[config.mk]
export PLATFORM = sky130hd
export DESIGN_NAME = slot_bus_master
export DESIGN_NICKNAME = d
export VERILOG_FILES = /design/src/rtl/slot_bus_pkg.sv /design/src/rtl/slot_bus_master.sv
export SDC_FILE = /design/constraint.sdc
export NUM_CORES = 1
export LEC_CHECK = 0
export CAP_MARGIN = 20
export CORE_AREA = 2 2 72 74
export DETAILED_ROUTE_END_ITERATION = 6
export DIE_AREA = 0 0 74 76
export HOLD_SLACK_MARGIN = 0.1
export PLACE_DENSITY = 0.77
export SYNTH_ARGS = -nofsm -noshare
export SYNTH_HDL_FRONTEND = slang
export SYNTH_SLANG_ARGS = --single-unit
[constraint.sdc]
create_clock -name clk -period 4.7 [get_ports clk]
set_input_delay 1.175 -clock clk [delete_from_list [all_inputs] [get_ports clk]]
set_output_delay 1.175 -clock clk [all_outputs]
set_load 0.01 [all_outputs]
[src/rtl/slot_bus_pkg.sv]
// rtl/slot_bus_pkg.sv - shared state encodings and timing defaults for the slot bus master
package slot_bus_pkg;

  typedef logic [2:0] state_t;

  localparam state_t ST_IDLE    = 3'd0;
  localparam state_t ST_SETUP   = 3'd1;
  localparam state_t ST_ACTIVE  = 3'd2;
  localparam state_t ST_WAITX   = 3'd3;
  localparam state_t ST_HOLD    = 3'd4;
  localparam state_t ST_RECOVER = 3'd5;

  localparam int DEF_T_SETUP      = 1;
  localparam int DEF_T_ACTIVE     = 2;
  localparam int DEF_T_HOLD       = 1;
  localparam int DEF_T_RECOVER    = 1;
  localparam int DEF_WAIT_TIMEOUT = 255;

  localparam logic [7:0] RD_TIMEOUT_DATA = 8'hFF;
  localparam logic [7:0] RD_WRITE_DATA   = 8'h00;

  // Phase counter never wraps, so long waits cannot alias back to a short count.
  function automatic logic [7:0] sat_inc(input logic [7:0] v);
    return (v == 8'hFF) ? v : v + 8'd1;
  endfunction

endpackage

[src/rtl/slot_bus_master.sv]
// rtl/slot_bus_master.sv - initiator turning byte I/O commands into timed slot bus cycles
module slot_bus_master
  import slot_bus_pkg::*;
#(
  parameter int T_SETUP      = DEF_T_SETUP,
  parameter int T_ACTIVE     = DEF_T_ACTIVE,
  parameter int T_HOLD       = DEF_T_HOLD,
  parameter int T_RECOVER    = DEF_T_RECOVER,
  parameter int WAIT_TIMEOUT = DEF_WAIT_TIMEOUT
) (
  input  logic       clk,
  input  logic       reset,
  input  logic       cmd_valid,
  output logic       cmd_ready,
  input  logic       cmd_write,
  input  logic [7:0] cmd_addr,
  input  logic [7:0] cmd_wdata,
  output logic       rsp_valid,
  output logic [7:0] rsp_rdata,
  output logic       rsp_timeout,
  output logic [7:0] slot_a,
  output logic       slot_iorq_n,
  output logic       slot_rd_n,
  output logic       slot_wr_n,
  output logic [7:0] cpu_ff_slot_data,
  output logic       cpu_drive_en,
  input  logic [7:0] slot_d_in,
  input  logic       slot_wait
);

  localparam logic [7:0] SETUP_N   = 8'(T_SETUP);
  localparam logic [7:0] ACTIVE_N  = 8'(T_ACTIVE);
  localparam logic [7:0] HOLD_N    = 8'(T_HOLD);
  localparam logic [7:0] RECOVER_N = 8'(T_RECOVER);
  localparam logic [7:0] TIMEOUT_N = 8'(WAIT_TIMEOUT);

  state_t     state_q, state_d;
  logic [7:0] cnt_q, cnt_d;
  logic       wait_q;
  logic [7:0] addr_q, addr_d;
  logic [7:0] wdata_q, wdata_d;
  logic       write_q, write_d;
  logic       ready_q;
  logic       rsp_valid_q, rsp_timeout_q;
  logic [7:0] rsp_rdata_q, rsp_rdata_d;
  logic [7:0] slot_a_q, dout_q;
  logic       iorq_n_q, rd_n_q, wr_n_q, drive_q;
  logic       accept, last_strobe, timed_out, bus_busy, strobe;

  always_comb begin
    state_d     = state_q;
    accept      = 1'b0;
    last_strobe = 1'b0;
    timed_out   = 1'b0;
    case (state_q)
      ST_IDLE: begin
        if (cmd_valid && ready_q) begin
          accept  = 1'b1;
          state_d = ST_SETUP;
        end
      end
      ST_SETUP:   if (cnt_q >= SETUP_N) state_d = ST_ACTIVE;
      ST_ACTIVE: begin
        if (cnt_q >= ACTIVE_N) begin
          if (wait_q) begin
            state_d = ST_WAITX;
          end else begin
            last_strobe = 1'b1;
            state_d     = ST_HOLD;
          end
        end
      end
      ST_WAITX: begin
        if (!wait_q) begin
          last_strobe = 1'b1;
          state_d     = ST_HOLD;
        end else if (cnt_q >= TIMEOUT_N) begin
          last_strobe = 1'b1;
          timed_out   = 1'b1;
          state_d     = ST_HOLD;
        end
      end
      ST_HOLD:    if (cnt_q >= HOLD_N) state_d = ST_RECOVER;
      ST_RECOVER: if (cnt_q >= RECOVER_N) state_d = ST_IDLE;
      default:    state_d = ST_IDLE;
    endcase

    cnt_d   = (state_d != state_q) ? 8'd1 : sat_inc(cnt_q);
    addr_d  = accept ? cmd_addr  : addr_q;
    wdata_d = accept ? cmd_wdata : wdata_q;
    write_d = accept ? cmd_write : write_q;

    // Outputs are decoded from the next state so each registered pin lines up with its phase.
    bus_busy = (state_d == ST_SETUP) || (state_d == ST_ACTIVE) ||
               (state_d == ST_WAITX) || (state_d == ST_HOLD);
    strobe   = (state_d == ST_ACTIVE) || (state_d == ST_WAITX);

    rsp_rdata_d = rsp_rdata_q;
    if (last_strobe) begin
      if (timed_out)    rsp_rdata_d = RD_TIMEOUT_DATA;
      else if (write_q) rsp_rdata_d = RD_WRITE_DATA;
      else              rsp_rdata_d = slot_d_in;
    end
  end

  always_ff @(posedge clk) begin
    if (reset) begin
      state_q       <= ST_IDLE;
      cnt_q         <= 8'd1;
      wait_q        <= 1'b0;
      addr_q        <= 8'h00;
      wdata_q       <= 8'h00;
      write_q       <= 1'b0;
      ready_q       <= 1'b0;
      rsp_valid_q   <= 1'b0;
      rsp_timeout_q <= 1'b0;
      rsp_rdata_q   <= 8'h00;
      slot_a_q      <= 8'h00;
      dout_q        <= 8'h00;
      drive_q       <= 1'b0;
      iorq_n_q      <= 1'b1;
      rd_n_q        <= 1'b1;
      wr_n_q        <= 1'b1;
    end else begin
      state_q       <= state_d;
      cnt_q         <= cnt_d;
      wait_q        <= slot_wait;
      addr_q        <= addr_d;
      wdata_q       <= wdata_d;
      write_q       <= write_d;
      ready_q       <= (state_d == ST_IDLE);
      rsp_valid_q   <= last_strobe;
      rsp_timeout_q <= timed_out;
      rsp_rdata_q   <= rsp_rdata_d;
      slot_a_q      <= bus_busy ? addr_d : 8'h00;
      drive_q       <= bus_busy && write_d;
      dout_q        <= (bus_busy && write_d) ? wdata_d : 8'h00;
      iorq_n_q      <= !strobe;
      rd_n_q        <= !(strobe && !write_d);
      wr_n_q        <= !(strobe && write_d);
    end
  end

  assign cmd_ready        = ready_q;
  assign rsp_valid        = rsp_valid_q;
  assign rsp_rdata        = rsp_rdata_q;
  assign rsp_timeout      = rsp_timeout_q;
  assign slot_a           = slot_a_q;
  assign slot_iorq_n      = iorq_n_q;
  assign slot_rd_n        = rd_n_q;
  assign slot_wr_n        = wr_n_q;
  assign cpu_ff_slot_data = dout_q;
  assign cpu_drive_en     = drive_q;

endmodule

==> After elaboration in Yosys (flattened, before gate mapping) <==
Cells that the tools add are included.
W data, S select, Z words.
{ "word_totals": {"ff_bits": 60, "latch_bits": 0, "mem_bits_rw": 0, "mem_bits_ro": 0, "input_bits": 29, "output_inout_bits": 31, "word_cells": 73, "mem_count": 0} }
{ "classes": {"n_addsub": 1, "mul": 0, "div": 0, "magnitude_cmp": 3, "eq_ne": 11, "shifts": 0, "n_mux": 23, "n_bitwise": 2, "n_reduce_logical": 17} }
{ "ops": {"columns": ["op", "count"], "rows": [
  ["$mux W8", 4],
  ["$mux W3", 8],
  ["$pmux W3 S6", 1],
  ["$eq A3 B2 Y1 const B", 4],
  ["$eq A3 B3 Y1 const B", 3],
  ["$mux W1", 9],
  ["$add A8 B1 Y8 const B", 1],
  ["$eq A8 B8 Y1 const B", 1],
  ["$ge A8 B1 Y1 const B", 1],
  ["$ge A8 B2 Y1 const B", 1],
  ["$ge A8 B8 Y1 const B", 1],
  ["$eq A3 B1 Y1 const B", 2],
  ["$logic_not A3 Y1", 2],
  ["$reduce_or A2 Y1", 3],
  ["$logic_and A1 B1 Y1", 4],
  ["$logic_not A1 Y1", 4],
  ["$logic_or A1 B1 Y1", 4],
  ["$ne A3 B3 Y1", 1],
  ["$not A1 Y1", 2],
  ["$pmux W1 S2", 1]
]} }

==> Logic depth before layout (Yosys ltp) <==
{ "depth": {"depth_word": 11, "mapped_depth": 8, "mapped_depth_nobuf": 7} }

==> Least setup slack after synthesis <==
OpenSTA, ideal clock, no wires.
{ "synth_timing": {"kind": "input-to-reg", "start": "input port cmd_valid", "end": "register drive_q (netlist: cpu_drive_en)", "arrival_time_ns": 2.537, "t_required_ns": 4.576, "setup_slack_ns": 2.039, "stages": 7, "cell_sequence": "nor4bb_1 and2_1 buf_2 mux2i_1 clkbuf_1 nor2_1 a21boi_0"} }
{ "synth_between": {"elab_chain_len": 8, "elab_cells_between_ends": 14, "classes_between": "eq/ne (4); mux (5); reduce/logical (5)"} }
{ "synth_rtl": {"columns": ["element", "line_no", "text"], "rows": [
  ["start: declaration", "slot_bus_master.sv:13", "input logic cmd_valid,"],
  ["$logic_and A1 B1 Y1 (*)", "slot_bus_master.sv:57", "if (cmd_valid && ready_q) begin"],
  ["$mux W3", "slot_bus_master.sv:57", null],
  ["$pmux W3 S6", "slot_bus_master.sv:55", "case (state_q)"],
  ["$eq A3 B1 Y1 / $eq A3 B2 Y1 (equally long branches)", "slot_bus_master.sv:94", "bus_busy = (state_d == ST_SETUP) || (state_d == ST_ACTIVE) ||"],
  ["$logic_or A1 B1 Y1 (2 in a row)", "slot_bus_master.sv:94", null],
  ["$logic_or A1 B1 Y1", "slot_bus_master.sv:95", "(state_d == ST_WAITX) || (state_d == ST_HOLD);"],
  ["$logic_and A1 B1 Y1 (*)", "slot_bus_master.sv:136", "drive_q <= bus_busy && write_d;"],
  ["end signal: assignment", "slot_bus_master.sv:136", null],
  ["end: declaration", "slot_bus_master.sv:47", "logic iorq_n_q, rd_n_q, wr_n_q, drive_q;"]
]} }
Mark *: on every way between the ends. The rest lies on a longest branch, timed or not.
A chain may end at the register's enable or synchronous reset.

==> Final worst setup path <==
{ "layout_timing": {"start": "input port cmd_valid", "end": "register dout_q[4] (netlist: cpu_ff_slot_data[4])"} }
{ "layout_between": {"elab_chain_len": 10, "elab_cells_between_ends": 17, "classes_between": "eq/ne (4); mux (6); bitwise (1); reduce/logical (6)"} }
{ "layout_rtl": {"columns": ["element", "line_no", "text"], "rows": [
  ["$logic_and A1 B1 Y1 (*)", "slot_bus_master.sv:57", null],
  ["$mux W3", "slot_bus_master.sv:57", null],
  ["$pmux W3 S6", "slot_bus_master.sv:55", null],
  ["$eq A3 B1 Y1 / $eq A3 B2 Y1 (equally long branches)", "slot_bus_master.sv:94", null],
  ["$logic_or A1 B1 Y1 (2 in a row)", "slot_bus_master.sv:94", null],
  ["$logic_or A1 B1 Y1", "slot_bus_master.sv:95", null],
  ["$logic_and A1 B1 Y1", "slot_bus_master.sv:137", "dout_q <= (bus_busy && write_d) ? wdata_d : 8'h00;"],
  ["$not A1 Y1 (no source line)", null, null],
  ["$reduce_or A2 Y1 (no source line)", null, null],
  ["end signal: assignment", "slot_bus_master.sv:137", null],
  ["end: declaration", "slot_bus_master.sv:46", "logic [7:0] slot_a_q, dout_q;"]
]} }
Marked as above.

==> metrics.txt <==
core area=0.00491 mm²; PnR worst setup slack=1530 ps; Setup Viol. Count Final=0; die area=0.00562 mm²; Slew headroom=0.564; leading area contributor after synthesis=dfxtp_1; Tmin final=3170 ps; DRC=0; outcome=finished, final reports clean; Post-synth EDFFs=0; total track usage=0.205; Yosys reg bits=60; CTS hold repair buffers=0; top post-synthesis cells by area=dfxtp_1 (49%), mux2i_1 (7.8%), nor2_1 (5.6%); Final Hold Fails=0; Worst-Skew Late Latency=330 ps; Leak=1.16 nW; total wire length=5300 µm; sequential fraction of the synthesis area=0.494; crit path launch type=primary input; VDD IR-drop max=274 µV; first-pass GRT wire length=8880 µm; Slew @ Worst Pin=650 ps; Slew Limit Fails=0; WL/cell=14.2 µm; H-Tree Depth=3; via count=1950; Die Y=76 µm; CP max stage delay=560 ps; Pre-antenna DRT Iters=5; clock slew at reported path FFs=60 ps; Arrival @ worst endpoint=3380 ps; Cell Area, Synth=0.00243 mm²; antenna violations before repair=0; slowest cell on the critical path=and2_1; Mapped Avg Cell Area=10.3 µm²; fmax=0.315 GHz; synth unique cells=50; clk buf depth=2; Setup Fix Bufs, Post-CTS=0; pwr dens=435 mW/mm²; Overflow after GRT=0; Root Buffer=clkbuf_8; post-route ant nets=0; RSZ-0062 raised after global routing=false; largest net degree at the start of global routing=43; io pins=60; ys flop type=dfxtp_1; Vias/cell=5.23; sequential cell area=0.00120 mm²; area taken by multi-input logic gates=0.00114 mm²; ys async rst share=0; via count of the first global-routing pass=1938; Detail Placement HPWL=3560 µm; Synthesis Warnings=0; Syn Inst Count=237; largest fanout on the critical path=17; pre-CTS WS=1170 ps; synthesis-to-finish area growth=33.0%; Fillers=404; Tcrit/Tclk final=0.675; layout cells sized above 1=0.0891; total negative slack=0 ps; CTS Buf Count=9; n_diodes=0; FP Rows=26; most frequent cells in the layout=dfxtp_1 (60), clkdlybuf4s50_1 (59), nor2_1 (36); critical path, cell by cell=clkdlybuf4s50_1, nor4bb_1, and2_1, a211oi_2, a21bo_4, a2111oi_0; nets@finish=331; MaxCap Viol Count=0; Setup CP Type=in -> reg; Mapped Nets=270; Die W=74 µm; placer congestion estimate=0.818; Crit. End Element=flop; CTS tree=yes; Critical Path RT=4910 ps; Resized Gates After CTS=0; Initial Util=0.495; clock sink count=60; number of port buffers=59; HP Class=reg -> reg; area share of the largest cell type after synthesis=0.494; clk_skew=4.52 ps; initial DRC count=100; most common cell after layout, fill and taps aside=dfxtp_1
## final timing paths
path | endpoint | depth (start not counted) | startpoint | slack, ps
hold / removal | wdata_q[4]$_SDFF_PP0_ | 2 | wdata_q[4]$_SDFF_PP0_ | 490
setup reg to reg | cpu_ff_slot_data[4]$_SDFF_PP0_ | 7 | cnt_q[1]$_SDFFE_PP0N_ | 1950
setup / recovery | cpu_ff_slot_data[4]$_SDFF_PP0_ | 6 | cmd_valid | 1530
hold reg to reg | wdata_q[4]$_SDFF_PP0_ | 2 | wdata_q[4]$_SDFF_PP0_ | 490
## sequential cells by signal (all words and copies together), names as in the netlist, 3 cells and up
register,flops
state_q,3
cpu_ff_slot_data,8
cnt_q,8
addr_q,8
rsp_rdata,8
wdata_q,8
slot_a,8
## worst max-delay path: cells and delay by family
family	cells	cell delay [ps]
compound gates	3	870
simple gates	2	890
buf+inv	1	450
## final cells by class
| class | count | share of cell area |
|---|---|---|
| Inverter | 6 | 0.00696 |
| Clock inverter | 5 | 0.00850 |
| Multi-Input combinational cell | 159 | 0.353 |
| Clock buffer | 11 | 0.0437 |
| Sequential cell | 60 | 0.371 |
| Timing Repair Buffer | 62 | 0.189 |
| Tap cell | 70 | 0.0271 |
## Yosys cell counts (2+ instances only)
cell type and n:
dfxtp_1 60, nor2_1 36, mux2i_1 19, nor2b_1 11, a21boi_0 9, o22ai_1 8, clkbuf_1 7, inv_1 6
nand2_1 6, a2111oi_0 5, nand2b_1 5, ha_1 4, nand3_1 4, o21ai_0 4, xnor2_1 4, a31oi_1 3
nor3b_1 3, o211ai_1 3, a21oi_1 2, and2_1 2, buf_2 2, buf_6 2, nor4_1 2, nor4_4 2
nor4b_1 2, o2111ai_1 2
## metal layers
| metal | share of wire | vias to the layer above | track usage |
|---|---|---|---|
| met5 | 0 | - | 0 |
| met4 | 0.010 | 0 | 0.0891 |
| met3 | 0.053 | 8 | 0.0648 |
| met2 | 0.47 | 56 | 0.308 |
| met1 | 0.46 | 909 | 0.267 |
| li1 | - | 977 | - |
## report_power, final
group          internal (W)  total, W  switching, W
sequential         0.000565  0.000610     0.0000446
clock              0.000202  0.000398      0.000196
combinational      0.000185  0.000399      0.000214
total              0.000952   0.00141      0.000455
## through the flow
step | utilization | area [µm²] | hold slack [ps] | total power (W) | instances
after global placement | 0.625 | 3070 | 466 | 0.00101 | 357
after CTS | 0.659 | 3240 | 491 | 0.00142 | 373
after global routing | 0.659 | 3240 | 546 | 0.00149 | 373
after floorplan | - | 2430 | 452 | 0.000902 | 237
after detailed placement | 0.625 | 3070 | 477 | 0.00102 | 357
final | 0.659 | 3240 | 494 | 0.00141 | 373
## cells by family (layout without fill, tap and decap cells)
group                      Yosys count  in the layout  share of synthesized area
and+or+nand+nor                     83             83                      0.195
muxes                               19             19                     0.0781
xor gates and xnor gates             4              4                     0.0144
DFF                                 60             60                      0.494
adders and majority gates            4              4                     0.0206
buffers and inverters               18             84                     0.0365
AOI/OAI and AO/OA                   49             49                      0.162
(Power assumes the default switching activity.)
